**src/rtl/spi_xfer_sched_pkg.sv**
```systemverilog
// Shared definitions for the SPI transaction scheduler: SPI master register
// bit positions, the forced SPCR bits and the scheduler FSM encoding.
package spi_xfer_sched_pkg;

  localparam int SPCR_SPIE = 7;
  localparam int SPCR_SPE  = 6;
  localparam int SPCR_MSTR = 4;
  localparam int SPSR_SPIF = 7;

  // Interrupt enable, SPI enable and master mode are always set on configure.
  localparam logic [7:0] SPCR_FORCE = (8'd1 << SPCR_SPIE) | (8'd1 << SPCR_SPE) | (8'd1 << SPCR_MSTR);

  typedef enum logic [2:0] {
    ST_IDLE   = 3'd0,
    ST_CFG    = 3'd1,
    ST_SETUP  = 3'd2,
    ST_WRDR   = 3'd3,
    ST_WAITIF = 3'd4,
    ST_RDDR   = 3'd5,
    ST_CLR    = 3'd6,
    ST_HOLD   = 3'd7
  } state_t;

  function automatic logic [7:0] spcr_image(input logic [7:0] cfg);
    return cfg | SPCR_FORCE;
  endfunction

endpackage

```
**src/rtl/spi_xfer_sched_arbiter.sv**
```systemverilog
// Combinational round-robin pick: scans requests starting at i_ptr and
// returns the first requester as a one-hot vector and as an index.
module spi_rr_arbiter #(
  parameter int NREQ  = 2,
  parameter int IDX_W = 1
) (
  input  logic [NREQ-1:0]  i_req,
  input  logic [IDX_W-1:0] i_ptr,
  output logic [NREQ-1:0]  o_gnt,
  output logic [IDX_W-1:0] o_idx,
  output logic             o_any
);

  always_comb begin
    int j;
    j     = 0;
    o_gnt = '0;
    o_idx = '0;
    o_any = 1'b0;
    for (int k = 0; k < NREQ; k++) begin
      j = int'(i_ptr) + k;
      if (j >= NREQ) j = j - NREQ;
      if (!o_any && i_req[j]) begin
        o_any    = 1'b1;
        o_gnt[j] = 1'b1;
        o_idx    = IDX_W'(j);
      end
    end
  end

endmodule

```
**src/rtl/spi_xfer_sched.sv**
```systemverilog
// Round-robin scheduler driving the SPI master's IO register bus on behalf
// of NREQ clients: configure, per-byte write/wait/read/clear, chip select framing.
module spi_xfer_sched
  import spi_xfer_sched_pkg::*;
#(
  parameter int NREQ            = 2,
  parameter int BUS_ADDR_IO_LEN = 6,
  parameter int SPCR_ADDR       = 0,
  parameter int SPSR_ADDR       = 1,
  parameter int SPDR_ADDR       = 2,
  parameter int CS_SETUP        = 2,
  parameter int CS_HOLD         = 2,
  parameter int LEN_W           = 8
) (
  input  logic                       clk,
  input  logic                       rst,
  input  logic [NREQ-1:0]            req,
  input  logic [NREQ*8-1:0]          req_cfg,
  input  logic [NREQ*LEN_W-1:0]      req_len,
  input  logic [NREQ*8-1:0]          tx_data,
  output logic [NREQ-1:0]            gnt,
  output logic [NREQ-1:0]            tx_ready,
  output logic [7:0]                 rx_data,
  output logic [NREQ-1:0]            rx_valid,
  output logic [NREQ-1:0]            done,
  output logic [NREQ-1:0]            ss_n,
  output logic                       busy,
  output logic [BUS_ADDR_IO_LEN-1:0] m_addr,
  output logic                       m_wr,
  output logic                       m_rd,
  output logic [7:0]                 m_bus_in,
  input  logic [7:0]                 m_bus_out,
  input  logic                       m_int,
  output logic                       m_int_rst
);

  localparam int IDX_W = (NREQ > 1) ? $clog2(NREQ) : 1;
  localparam logic [BUS_ADDR_IO_LEN-1:0] A_SPCR = BUS_ADDR_IO_LEN'(SPCR_ADDR);
  localparam logic [BUS_ADDR_IO_LEN-1:0] A_SPSR = BUS_ADDR_IO_LEN'(SPSR_ADDR);
  localparam logic [BUS_ADDR_IO_LEN-1:0] A_SPDR = BUS_ADDR_IO_LEN'(SPDR_ADDR);

  state_t             r_state;
  logic [IDX_W-1:0]   r_ptr;
  logic [NREQ-1:0]    r_sel;
  logic [LEN_W-1:0]   r_len;
  logic [LEN_W-1:0]   r_bcnt;
  logic [7:0]         r_tmr;
  logic               r_int;

  logic [NREQ-1:0]    w_win;
  logic [IDX_W-1:0]   w_idx;
  logic               w_any;
  logic [IDX_W-1:0]   w_ptr_nxt;
  logic [7:0]         w_cfg_win;
  logic [LEN_W-1:0]   w_len_win;
  logic [7:0]         w_tx_sel;

  spi_rr_arbiter #(
    .NREQ  (NREQ),
    .IDX_W (IDX_W)
  ) u_arb (
    .i_req (req),
    .i_ptr (r_ptr),
    .o_gnt (w_win),
    .o_idx (w_idx),
    .o_any (w_any)
  );

  // The client just served drops to lowest priority on the next arbitration.
  assign w_ptr_nxt = (w_idx == IDX_W'(NREQ - 1)) ? '0 : w_idx + 1'b1;

  always_comb begin
    w_cfg_win = '0;
    w_len_win = '0;
    w_tx_sel  = '0;
    for (int i = 0; i < NREQ; i++) begin
      if (w_win[i]) begin
        w_cfg_win = req_cfg[i*8 +: 8];
        w_len_win = req_len[i*LEN_W +: LEN_W];
      end
      if (r_sel[i]) w_tx_sel = tx_data[i*8 +: 8];
    end
  end

  assign busy = (r_state != ST_IDLE);

  always_ff @(posedge clk or posedge rst) begin
    if (rst) begin
      r_state   <= ST_IDLE;
      r_ptr     <= '0;
      r_sel     <= '0;
      r_len     <= '0;
      r_bcnt    <= '0;
      r_tmr     <= '0;
      r_int     <= 1'b0;
      gnt       <= '0;
      ss_n      <= '1;
      tx_ready  <= '0;
      rx_valid  <= '0;
      rx_data   <= '0;
      done      <= '0;
      m_addr    <= A_SPSR;
      m_wr      <= 1'b0;
      m_rd      <= 1'b0;
      m_bus_in  <= '0;
      m_int_rst <= 1'b0;
    end else begin
      tx_ready  <= '0;
      rx_valid  <= '0;
      done      <= '0;
      m_wr      <= 1'b0;
      m_rd      <= 1'b0;
      m_int_rst <= 1'b0;
      r_int     <= m_int;
      case (r_state)
        ST_IDLE: begin
          if (w_any) begin
            r_sel    <= w_win;
            gnt      <= w_win;
            ss_n     <= ~w_win;
            r_len    <= w_len_win;
            r_bcnt   <= '0;
            r_ptr    <= w_ptr_nxt;
            m_wr     <= 1'b1;
            m_addr   <= A_SPCR;
            m_bus_in <= spcr_image(w_cfg_win);
            r_state  <= ST_CFG;
          end
        end
        ST_CFG: begin
          r_tmr   <= 8'(CS_SETUP - 1);
          r_state <= ST_SETUP;
        end
        ST_SETUP: begin
          if (r_tmr == 8'd0) begin
            m_wr     <= 1'b1;
            m_addr   <= A_SPDR;
            m_bus_in <= w_tx_sel;
            tx_ready <= r_sel;
            r_state  <= ST_WRDR;
          end else begin
            r_tmr <= r_tmr - 8'd1;
          end
        end
        ST_WRDR: begin
          r_state <= ST_WAITIF;
        end
        // r_int lags m_int by a cycle; the stale SPIF seen right after CLR
        // lands in WRDR, which ignores it.
        ST_WAITIF: begin
          if (r_int) begin
            m_rd    <= 1'b1;
            m_addr  <= A_SPDR;
            r_state <= ST_RDDR;
          end
        end
        ST_RDDR: begin
          rx_data   <= m_bus_out;
          rx_valid  <= r_sel;
          m_int_rst <= 1'b1;
          r_state   <= ST_CLR;
        end
        // Compare before increment so a full 2^LEN_W burst never wraps.
        ST_CLR: begin
          if (r_bcnt == r_len) begin
            r_tmr   <= 8'(CS_HOLD - 1);
            r_state <= ST_HOLD;
            if (CS_HOLD == 1) begin
              done   <= r_sel;
              ss_n   <= '1;
              gnt    <= '0;
              m_addr <= A_SPSR;
            end
          end else begin
            r_bcnt   <= r_bcnt + 1'b1;
            m_wr     <= 1'b1;
            m_addr   <= A_SPDR;
            m_bus_in <= w_tx_sel;
            tx_ready <= r_sel;
            r_state  <= ST_WRDR;
          end
        end
        ST_HOLD: begin
          if (r_tmr == 8'd0) begin
            r_state <= ST_IDLE;
          end else begin
            r_tmr <= r_tmr - 8'd1;
            if (r_tmr == 8'd1) begin
              done   <= r_sel;
              ss_n   <= '1;
              gnt    <= '0;
              m_addr <= A_SPSR;
            end
          end
        end
        default: r_state <= ST_IDLE;
      endcase
    end
  end

endmodule

```
**config.mk**
```make
export PLATFORM = sky130hd
export DESIGN_NAME = spi_xfer_sched
export DESIGN_NICKNAME = d
export VERILOG_FILES = /design/src/rtl/spi_xfer_sched_pkg.sv /design/src/rtl/spi_xfer_sched_arbiter.sv /design/src/rtl/spi_xfer_sched.sv
export SDC_FILE = /design/constraint.sdc
export NUM_CORES = 1
export LEC_CHECK = 0
export BUFFER_PORTS_ARGS = -buffer_cell sky130_fd_sc_hd__buf_2
export CAP_MARGIN = 20
export CELL_PAD_IN_SITES_DETAIL_PLACEMENT = 1
export CELL_PAD_IN_SITES_GLOBAL_PLACEMENT = 2
export CORE_UTILIZATION = 31
export CTS_CLUSTER_SIZE = 8
export DETAILED_ROUTE_END_ITERATION = 7
export GPL_ROUTABILITY_DRIVEN = 0
export GPL_TIMING_DRIVEN = 0
export HOLD_SLACK_MARGIN = 0.08
export PLACE_DENSITY = 0.87
export SLEW_MARGIN = 20
export SYNTH_ARGS = -nofsm -noshare
export SYNTH_HDL_FRONTEND = slang
export SYNTH_SLANG_ARGS = --single-unit
```
**constraint.sdc**
```tcl
create_clock -name clk -period 2.4 [get_ports clk]
set_input_delay 0.48 -clock clk [delete_from_list [all_inputs] [get_ports clk]]
set_output_delay 0.48 -clock clk [all_outputs]
set_load 0.02 [all_outputs]
```
==> results of run 1 <==
sequential cells by signal, summed over array words and instances, names as in the netlist, 2 cells and up, named ones only:
name      cells
ss_n          2
r_sel         2
done          2
gnt           2
r_state       3
m_addr        2
r_bcnt        8
m_bus_in      8
r_len         8
tx_ready      2
r_tmr         8
rx_data       8
rx_valid      2
metrics by stage:
step	setup TNS (ns)	utilization, %	power, uW	cells
floorplan	0	-	3630	298
global placement	-29.17	38.4	4290	517
detailed placement	-3.50	38.7	4420	518
CTS	0	40.7	5330	535
global route	0	41.0	5720	536
finish	0	41.0	5280	536
worst max-delay path, stage by stage, from the launching register on:
cell and delay, ns:
dfrtp_1 0.41, inv_1 0.15, ha_1 0.28, inv_1 0.12
nor2_4 0.20, inv_1 0.11, buf_2 0.17
cells in the mapped netlist (all sizes together), types with 2 or more instances:
cell type,count
a21o,6
and4,2
a31oi,2
nand2,18
xor2,8
o21bai,2
a222oi,8
nor3,3
nor4,3
nor2b,2
nand2b,2
a22oi,7
a21oi,20
a21boi,2
a211oi,3
and2,3
a221oi,5
inv,26
or4,6
ha,8
o31ai,7
dfstp,3
buf,8
and3,6
nand3,6
mux2,20
mux2i,6
o21ai,4
dfrtp,59
nor2,16
clkbuf,9
nand4,5
worst min path at each step:
stage / start / to
2_1_floorplan: flip-flop / flip-flop
3_3_place_gp: ss_n[0] / ss_n[0]
3_5_place_dp: rst / rx_data[2]
4_1_cts: m_int / r_int
5_1_grt: m_int / r_int
6_report: m_int / r_int
power breakdown:
group          internal (uW)  switching (uW)  leakage (uW)
sequential              1480             321      0.000768
combinational           1070            1550       0.00116
clock                    387             472     0.0000906
logic make-up (layout without fill, tap and decap cells):
group / after synthesis / after routing
other: 1 / 4
XOR/XNOR: 8 / 8
AO/OA/AOI/OAI: 72 / 72
AND/OR/NAND/NOR: 75 / 75
multiplexers: 26 / 26
flip-flops: 62 / 62
buffers and inverters: 43 / 148
adder cells (fa/ha/maj): 8 / 8
layer usage:
layer,share of wire (%),wire (microns),global-route usage [%],vias to the layer above
met1,45,3890,23.0,1348
met5,0,0,0,-
met4,0.73,63,3.58,0
met3,3.5,301,4.54,6
met2,51,4430,29.8,49
li1,-,-,-,1277
what timing repair did:
action	4_1_cts	5_1_grt
resized for setup	5	5
pin swaps	0	1
setup buffers	0	1
endpoints found under the hold margin	10	0
setup endpoints to repair	19	18
hold buffers	1	0
area by class of cell:
cell class | instances | area share (%)
clock inverters | 7 | 1.40
repair buffers | 89 | 11.8
clock buffers | 9 | 3.08
plain buffers | 17 | 2.24
inverters | 26 | 2.49
multi-input cells | 193 | 36.2
flip-flops and latches | 62 | 38.7
well taps | 133 | 4.14
==> impl_results.md, run 1 <==
- Number of detailed-routing iterations run before antenna repair: 4
- Final number of hold-violating endpoints: 0
- Worst setup path endpoint: busy
- Number of endpoints failing setup at the final stage: 0
- Number of enable-type register cells in the synthesized netlist: 0
- Yosys warning total: 0
- Required time worst endpoint: about 1.9 ns
- Prevailing post-synth register cell: dfrtp_1
- CTS sink count: between 60 and 70
- GR Overflow Total: 0
- RSZ-0062 raised after global routing: no
- Number of DRC violations after detailed routing: 0
- HP Class: in -> reg
- Proportion of register bits with asynchronous set or reset after synthesis: 100%
- Detailed placement HPWL: 6530 microns
- Maximum buffer depth of the clock tree: 2
- Worst Setup End Kind: output port
- Reg2reg end: r_tmr[3]
- DP Worst Slack: -0.259 ns
- Most common cell after layout, fill and taps aside: buf_2
- Min cycle time layout: 2.26 ns
- Seq/Total Area, Yosys: 49.2%
- Vias in the first global route: 2814
- FF+latch count, synth: between 60 and 70
- Worst Path Arrival: 1.78 ns
- Portion of the clock cycle consumed by the worst path in the final layout: 94.1%
- Effective utilization at floorplan: 32.2%
- Synth top area share: 46.8%
- Result of the run: finished, final reports clean
- PortBufs: 86
- Total clock buffers created by CTS: 9
- Cell area after synthesis: 0.00316 sq mm
- Total Routed Length: a little under 9000 microns
- Slew @ Worst Pin: between 0.7 and 0.8 ns
- Main combinational cell family by area after synthesis: compound AO/OA/AOI/OAI gates
- Die width: 103 microns
- Adder and majority cell fraction of the synthesized area: 3.17%
- Number of max-slew violations in the final report: 0
- Site Rows: 36
- Cell area after layout: 0.00402 sq mm
- Die Footprint: 0.0106 sq mm
- Drt wl/cell: 16.2 microns
- Final clock skew: between 0.009 and 0.01 ns
- Vertical die dimension: 103 microns
- Critical path peak fanout: 7
- Total global routing track utilization: 17.7%
- Worst reg-to-reg path cell count: 7
- Area of the multi-input gates: between 0.001 and 0.0015 sq mm
- Largest net degree at the start of global routing: 53
- Largest voltage drop on the vdd net: 0.000481 V
- Latest clock arrival within the worst-skew pair: 0.34 ns
- Fraction of final layout cells sized beyond drive strength 1: 36.2%
- Maximum achievable frequency: between 400 and 500 MHz
- Filler instances: 1180
- Level count of the clock H-tree: 3
- Cell type contributing the most total cell area after synthesis: dfrtp_1
- Origin of the worst setup path: r_state[0]
- Basic-gate share of the synthesized area counting and, or, nand and nor cells: a little over an eighth
- Standby leakage power: about 0.0020 uW
- Power per unit of standard cell area: 1310 mW/mm^2
- Per-cell via count in the routed design: 5.00
- Share of cell area taken by muxes after synthesis: 9.15%
- Hold Path Cell Cnt: 1
- Minimum setup slack in the final design: 0.141 ns
- Global-route wire length before repair: 14300 microns
- Number of instances in the synthesized netlist: 295
- Combined flip-flop and latch cell area: around 0.0016 sq mm
- Antenna cells: 0
- Number of vias after detailed routing: 2680
- Kind of start point of the critical path: flip-flop
- Source of the worst register-to-register timing path: r_state[1]
- Area contributors post-synth: dfrtp_1 (47%), mux2_2 (4.6%), ha_1 (3.2%)
- Clock slew at reported path FFs: 0.08 ns
- Count of pins on the block boundary: 97
- Nets: 467
- Worst Hold Slack: 0.235 ns
- Compound-cell area share of the yosys netlist: between 15 and 20%
- Antenna violations before repair: 0
- CTS tree: yes
- Area Growth Syn to Fin: 27.3%
- Setup slack of the most critical reg-to-reg path: 0.23 ns
- Post-DP Area: 0.00380 sq mm
- Reported max-cap violation count: 0
- Startpoint-to-endpoint class of the critical path: reg -> out
- Leading cell types in the layout, fill and taps excluded: buf_2 (89), dfrtp_1 (59), inv_1 (25)
- Post-Synth XOR/XNOR Area: 2.22%
- Avg Inst Size Synth: 10.7 sq um
- Count of unique library cells instantiated by Yosys: 52
- Antenna Nets Post-Route: 0
- Max-slew headroom: 46.5%
- DRC violation total after the first TritonRoute iteration: approximately 140
- Core Region: 0.00982 sq mm
- Root cell of the clock tree: clkbuf_8
No activity file was read; power rests on OpenSTA's default activity.
==> run 2, diff against run 1 <==
- ABC_AREA: not set -> 1
- CORE_UTILIZATION: 31 -> 29
- PLACE_DENSITY: 0.87 -> 0.88
==> impl_results.md, run 2 <==
- CTS tree: yes
- Number of detailed-routing iterations run before antenna repair: 6 (+2)
- Total clock buffers created by CTS: 9 (unchanged)
- Area of the multi-input gates: 0.00170 sq mm (+17%)
- Power per unit of standard cell area: 1310 mW/mm^2 (-0.59%)
- Filler instances: 1440 (+22%)
- Count of pins on the block boundary: 97 (unchanged)
- Seq/Total Area, Yosys: 44.6% (-4.7 points)
- DP Worst Slack: 0.321 ns (+0.580 ns)
- Max-slew headroom: 61.2% (+15 points)
- Maximum achievable frequency: 479 MHz (+8.3%)
- Drt wl/cell: 14.5 microns (-11%)
- Avg Inst Size Synth: 7.71 sq um (-28%)
- Core Region: 0.0116 sq mm (+18%)
- Reg2reg end: m_bus_in[2]
- Nets: 623 (+33%)
- PortBufs: 86 (unchanged)
- Basic-gate share of the synthesized area counting and, or, nand and nor cells: 35.3% (+22 points)
- Vias in the first global route: 3619 (+29%)
- Die Footprint: 0.0125 sq mm (+18%)
- CTS sink count: 62 (unchanged)
- Area contributors post-synth: dfrtp_1 (42%), nand2_1 (19%), nand3_1 (4.0%)
- Slew @ Worst Pin: 0.582 ns (-0.213 ns)
- Number of DRC violations after detailed routing: 9 (+9)
- Vertical die dimension: 112 microns (+8.5%)
- Commonest cells in the netlist: nand2_1 (178), dfrtp_1 (59), inv_1 (34)
- Standby leakage power: 0.00236 uW (+17%)
- Number of enable-type register cells in the synthesized netlist: 0 (unchanged)
- Leading cell types in the layout, fill and taps excluded: nand2_1 (178), buf_2 (89), dfrtp_1 (59)
- RSZ-0062 raised after global routing: no
- Worst Hold Slack: 0.137 ns (-0.0980 ns)
- Antenna violations before repair: 0 (unchanged)
- Root cell of the clock tree: clkbuf_16
- Post-CTS resize count: 0 (-5)
- Number of instances in the synthesized netlist: 453 (+54%)
- Min cycle time layout: 2.09 ns (-0.172 ns)
- Worst reg-to-reg path cell count: 8 (+1)
- Adder and majority cell fraction of the synthesized area: 2.87% (-0.30 points)
- Worst Path Arrival: 2.31 ns (+0.53 ns)
- Detailed placement HPWL: 7810 microns (+20%)
- DRC violation total after the first TritonRoute iteration: 117 (-18%)
- Die width: 112 microns (+8.5%)
- Worst Setup End Kind: flip-flop
- Final clock skew: 0.00859 ns (-0.00102 ns)
- Effective utilization at floorplan: 30.2% (-2.0 points)
- Reported max-cap violation count: 0 (unchanged)
- Result of the run: complete, but fails checks
- Final number of hold-violating endpoints: 0 (unchanged)
- Setup fix buffers added after clock tree synthesis: 0 (unchanged)
- Largest net degree at the start of global routing: 33 (-38%)
- Most frequent cell after synthesis: nand2_1
- Total global routing track utilization: 17.8% (+0.16 points)
- Number of max-slew violations in the final report: 0 (unchanged)
- Level count of the clock H-tree: 3 (unchanged)
- Source of the worst register-to-register timing path: r_state[0]
- Antenna Nets Post-Route: 0 (unchanged)
- HP Class: in -> async
- Count of unique library cells instantiated by Yosys: 39 (-25%)
- Compound-cell area share of the yosys netlist: 7.96% (-9.1 points)
- GR Overflow Total: 0 (unchanged)
- Setup slack of the most critical reg-to-reg path: 0.31 ns (+0.08 ns)
- Portion of the clock cycle consumed by the worst path in the final layout: 86.9% (-7.2 points)
- Main combinational cell family by area after synthesis: simple AND/OR/NAND/NOR gates
- Latest clock arrival within the worst-skew pair: 0.34 ns (about the same)
- Critical path peak fanout: 10 (+3)
- Total power draw: 5790 uW (+9.7%)
- Worst setup path endpoint: m_bus_in[2]
- Fraction of final layout cells sized beyond drive strength 1: 27.5% (-8.7 points)
- Most common cell after layout, fill and taps aside: nand2_1
- Origin of the worst setup path: r_state[0]
- Startpoint-to-endpoint class of the critical path: reg -> reg
- Post-CTS Hold Fix Bufs: 0 (-1)
- Clock slew at reported path FFs: 0.05 ns (-0.03 ns)
- Share of cell area taken by muxes after synthesis: 0% (-9.2 points)
- Proportion of register bits with asynchronous set or reset after synthesis: 100% (unchanged)
- Number of vias after detailed routing: 3282 (+22%)
- Per-cell via count in the routed design: 4.68 (-6.5%)
- Cell type contributing the most total cell area after synthesis: dfrtp_1
- Cell area after synthesis: 0.00349 sq mm (+11%)
- Minimum setup slack in the final design: 0.313 ns (+0.172 ns)
- Total Routed Length: 10100 microns (+17%)
- FF+latch count, synth: 62 (unchanged)
- Number of endpoints failing setup at the final stage: 0 (unchanged)
- Maximum buffer depth of the clock tree: 2 (unchanged)
- Violations in the final reports: DRC
- Synth top area share: 42.3% (-4.5 points)
- Global-route wire length before repair: 17500 microns (+22%)
- Post-Synth XOR/XNOR Area: 2.01% (-0.21 points)
- Antenna cells: 0 (unchanged)
- Required time worst endpoint: 2.62 ns (+0.70 ns)
- Area Growth Syn to Fin: 27.1%
- Yosys warning total: 0 (unchanged)
- Kind of start point of the critical path: flip-flop
- Largest voltage drop on the vdd net: 0.000465 V (-3.3%)
- Combined flip-flop and latch cell area: 0.00156 sq mm (unchanged)
- Site Rows: 39 (+8.3%)
- Prevailing post-synth register cell: dfrtp_1
==> run 2: changes by cell type after synthesis, sizes merged, moves of 15 or more <==
cell and change:
nor2 +19, inv +15, nand3 +23, mux2 -20, o21ai +17, nand2 +170
==> run 2: worst max-delay path, cell delays in order, from the launching register on <==
cell and delay (ns):
dfrtp_1 0.40, inv_1 0.14, ha_1 0.16, buf_2 0.25, clkinv_1 0.30, nand2_1 0.39, nand3_4 0.18, nand2_1 0.10
nand2_1 0.05
==> run 2: logic make-up (layout without fill, tap and decap cells) <==
group                      count (synthesis)  in the layout
DFF                                       62             62
xor gates and xnor gates                   8              8
AOI/OAI and AO/OA                         42             42
adders and majority gates                  8              8
buffers and inverters                     56            159
and+or+nand+nor                          276            276
other                                      1              4
==> run 2: worst min path at each step <==
| stage | end | slack [ns] | cells after the start |
|---|---|---|---|
| 6_report | rx_data[5] | 0.14 | 2 |
| 5_1_grt | rx_data[5] | 0.16 | 2 |
| 4_1_cts | rx_data[5] | 0.15 | 2 |
| 3_5_place_dp | ss_n[1] | 0.46 | 2 |
| 3_3_place_gp | ss_n[1] | 0.45 | 2 |
| 2_1_floorplan | m_rd | 0.46 | 2 |
==> run 2: report_power, final <==
| group | internal, uW | switching [uW] | leakage, uW |
|---|---|---|---|
| registers | 1430 | 256 | 0.000789 |
| logic | 932 | 1840 | 0.00141 |
| clock network | 855 | 477 | 0.000152 |
==> run 2: metal layers <==
metal / routed length, microns / vias up / share of wire [%] / track usage, %
li1: - / 1624 / - / -
met4: 105 / 0 / 1.0 / 4.14
met3: 642 / 10 / 6.3 / 6.15
met1: 4590 / 1568 / 45 / 22.1
met5: 0 / - / 0 / 0
met2: 4810 / 80 / 47 / 29.9
==> run 2: final cells by class <==
type                            instances  area share (%)
Multi-Input combinational cell        338            38.2
Sequential cell                        62            35.1
Timing Repair Buffer                   87            10.2
Clock buffer                           12            5.78
Tap cell                              143            4.03
Inverter                               45            3.95
Buffer                                 11            1.78
Clock inverter                          4            1.02
==> run 2: through the flow <==
step	TNS, ns	utilization [%]	instances	cell area [sq um]
floorplan	0	-	456	3500
global placement	-28.78	35.6	685	4110
detailed placement	0	35.7	686	4130
CTS	0	38.4	702	4440
global route	0	38.4	702	4440
finish	0	38.4	702	4440
==> run 3, diff against run 2 <==
--- a/config.mk
+++ b/config.mk
@@ -15,5 +15,4 @@
 export DETAILED_ROUTE_END_ITERATION = 7
 export GPL_ROUTABILITY_DRIVEN = 0
-export GPL_TIMING_DRIVEN = 0
 export HOLD_SLACK_MARGIN = 0.08
 export PLACE_DENSITY = 0.88
==> constraint.sdc (replaced) <==
create_clock -name clk -period 2.4 [get_ports clk]
set_input_delay 0.12 -clock clk [delete_from_list [all_inputs] [get_ports clk]]
set_output_delay 0.12 -clock clk [all_outputs]
set_load 0.02 [all_outputs]
==> impl_results.md, run 3 (synthesized netlist as in run 2, its figures left out) <==
- Worst Setup End Kind: flip-flop
- Clock slew at reported path FFs: 0.05 ns (about the same)
- Level count of the clock H-tree: 3 (unchanged)
- Antenna cells: 0 (unchanged)
- Kind of start point of the critical path: flip-flop
- Global-route wire length before repair: 17000 microns (-2.6%)
- Vias in the first global route: 3628 (+0.25%)
- Largest net degree at the start of global routing: 59 (+79%)
- Required time worst endpoint: 2.67 ns (+0.05 ns)
- Setup Total Neg Slack: 0 ns (unchanged)
- Net switching share of the total power: 43.3% (-1.2 points)
- Cell breakdown of the critical path: inv_1 -> ha_1 -> nand2_2 -> nor2_4 -> inv_2 -> nor2_4 -> nand2_1 -> o211ai_1 -> dlygate4sd3_1
- Number of standard cells in the layout, taps in and fillers out: 723 (+3.0%)
- Nets: 644 (+3.4%)
- Largest voltage drop on the vdd net: 0.000445 V (-4.5%)
- Portion of the clock cycle consumed by the worst path in the final layout: 93.3% (+6.3 points)
- Net switching power: 2550 uW (-0.75%)
- RSZ-0062 raised after global routing: no
- Detailed placement HPWL: 7360 microns (-5.8%)
- Antenna violations before repair: 0 (unchanged)
- Most common cell after layout, fill and taps aside: nand2_1
- Final number of hold-violating endpoints: 0 (unchanged)
- DRC violation total after the first TritonRoute iteration: 103 (-12%)
- Root cell of the clock tree: clkbuf_16
- Per-cell via count in the routed design: 4.62 (-1.2%)
- Maximum single-stage delay on the critical path: 0.57 ns (+0.17 ns)
- Slew @ Worst Pin: 0.596 ns (+0.0136 ns)
- DP Worst Slack: 0.412 ns (+0.0911 ns)
- Reported max-cap violation count: 0 (unchanged)
- Sequential share of power: 28.7% (-0.4 points)
- Min cycle time layout: 2.24 ns (+0.152 ns)
- Area Growth Syn to Fin: 34.1%
- HP Class: in -> reg
- Total Routed Length: 10100 microns (-0.90%)
- Minimum setup slack in the final design: 0.161 ns (-0.152 ns)
- Effective utilization at floorplan: 30.2% (unchanged)
- Critical path peak fanout: 10 (unchanged)
- Startpoint-to-endpoint class of the critical path: reg -> reg
- Count of pins on the block boundary: 97 (unchanged)
- Combined flip-flop and latch cell area: 0.00156 sq mm (unchanged)
- Slowest stage cell, crit path: dlygate4sd3_1
- Power per unit of standard cell area: 1260 mW/mm^2 (-3.4%)
- Fraction of final layout cells sized beyond drive strength 1: 25.9% (-1.7 points)
- Violations in the final reports: DRC
- Result of the run: complete, but fails checks
- Die width: 112 microns (unchanged)
- Part of the total power dissipated in the clock network: 23.7% (+0.7 points)
- Site Rows: 39 (unchanged)
- Standby leakage power: 0.00244 uW (+3.6%)
- Area of the multi-input gates: 0.00170 sq mm (+0.15%)
- Filler instances: 1440 (unchanged)
- Latest clock arrival within the worst-skew pair: 0.34 ns (about the same)
- Number of max-slew violations in the final report: 0 (unchanged)
- Drt wl/cell: 13.9 microns (-3.8%)
- Core Region: 0.0116 sq mm (unchanged)
- PortBufs: 86 (unchanged)
- Die Footprint: 0.0125 sq mm (unchanged)
- Total global routing track utilization: 17.4% (-0.46 points)
- Number of vias after detailed routing: 3338 (+1.7%)
- Antenna Nets Post-Route: 0 (unchanged)
- Vertical die dimension: 112 microns (unchanged)
- Maximum buffer depth of the clock tree: 2 (unchanged)
- Gate power share: 47.7% (-0.2 points)
- Number of DRC violations after detailed routing: 9 (unchanged)
- Maximum achievable frequency: 447 MHz (-6.8%)
- Total clock buffers created by CTS: 9 (unchanged)
- Worst Path Arrival: 2.51 ns (+0.20 ns)
- CTS sink count: 62 (unchanged)
- CTS tree: yes
- Final clock skew: 0.00739 ns (-0.00120 ns)
- Cell internal power dissipation: 3350 uW (+4.0%)
- Cells after DPL: 678 (-1.2%)
- Number of detailed-routing iterations run before antenna repair: 6 (unchanged)
- Max-slew headroom: 60.2% (-1.0 points)
- Final core utilization: 40.5% (+2.1 points)
- Worst Hold Slack: 0.161 ns (+0.0241 ns)
- Leading cell types in the layout, fill and taps excluded: nand2_1 (177), buf_2 (86), dfrtp_1 (59)
- Number of endpoints failing setup at the final stage: 0 (unchanged)
- Most Frequent Cell on Critical Path: nor2_4
- GR Overflow Total: 0 (unchanged)
run 3: final timing paths:
check,slack (ns),cells past startpoint,endpoint,from
max,0.16,9,r_len[1],r_state[1]
min,0.16,5,m_bus_in[0],tx_data[8]
max reg2reg,0.16,9,r_len[1],r_state[1]
min reg2reg,0.46,2,ss_n[0],ss_n[0]
max in group asynchronous,1.61,4,m_addr[0],rst
min in group asynchronous,0.21,3,m_int_rst,rst
run 3: final cells by class:
class	count	share of cell area, %
sequential	62	33.2
tap	143	3.82
clock inverter	4	1.50
inverter	45	3.77
multi-input combinational	338	36.3
timing repair buffer	118	16.0
clock buffer	12	5.27
timing repair inverter	1	0.107
run 3: what timing repair did:
item / 4_1_cts / 5_1_grt
gates resized for setup: 0 / 2
buffers inserted: 0 / 1
endpoints found under the hold margin: 77 / 0
endpoints found under the setup margin: 0 / 5
hold buffers: 27 / 0
run 3: per-stage QoR:
step                      instance area, sq um  power (uW)
after detailed placement                  4080        4410
after CTS                                 4660        5970
final                                     4680        5900
after floorplan                           3500        3690
after global placement                    4080        4310
after global routing                      4680        6390
run 3: power groups by stage:
stage	sequential, uW	clock (uW)	combinational (uW)
finish	1690	1400	2810
global route	1740	1480	3170
CTS	1690	1430	2840
detailed placement	1700	0	2710
global placement	1680	0	2630
floorplan	1900	0	1790
run 3: worst max-delay path, delay by kind of cell, from the launching register on:
family / cells / cell delay, ns
adder cells (fa/ha/maj): 1 / 0.22
buffers and inverters: 3 / 0.81
AO/OA/AOI/OAI: 1 / 0.10
flip-flops: 1 / 0.42
AND/OR/NAND/NOR: 4 / 0.62
run 3: per-layer routing:
layer	global-route usage [%]	wire length [microns]	vias up
li1	-	-	1669
met3	6.26	592	12
met2	29.4	4820	75
met4	4.59	109	0
met1	20.9	4540	1582
met5	0	0	-
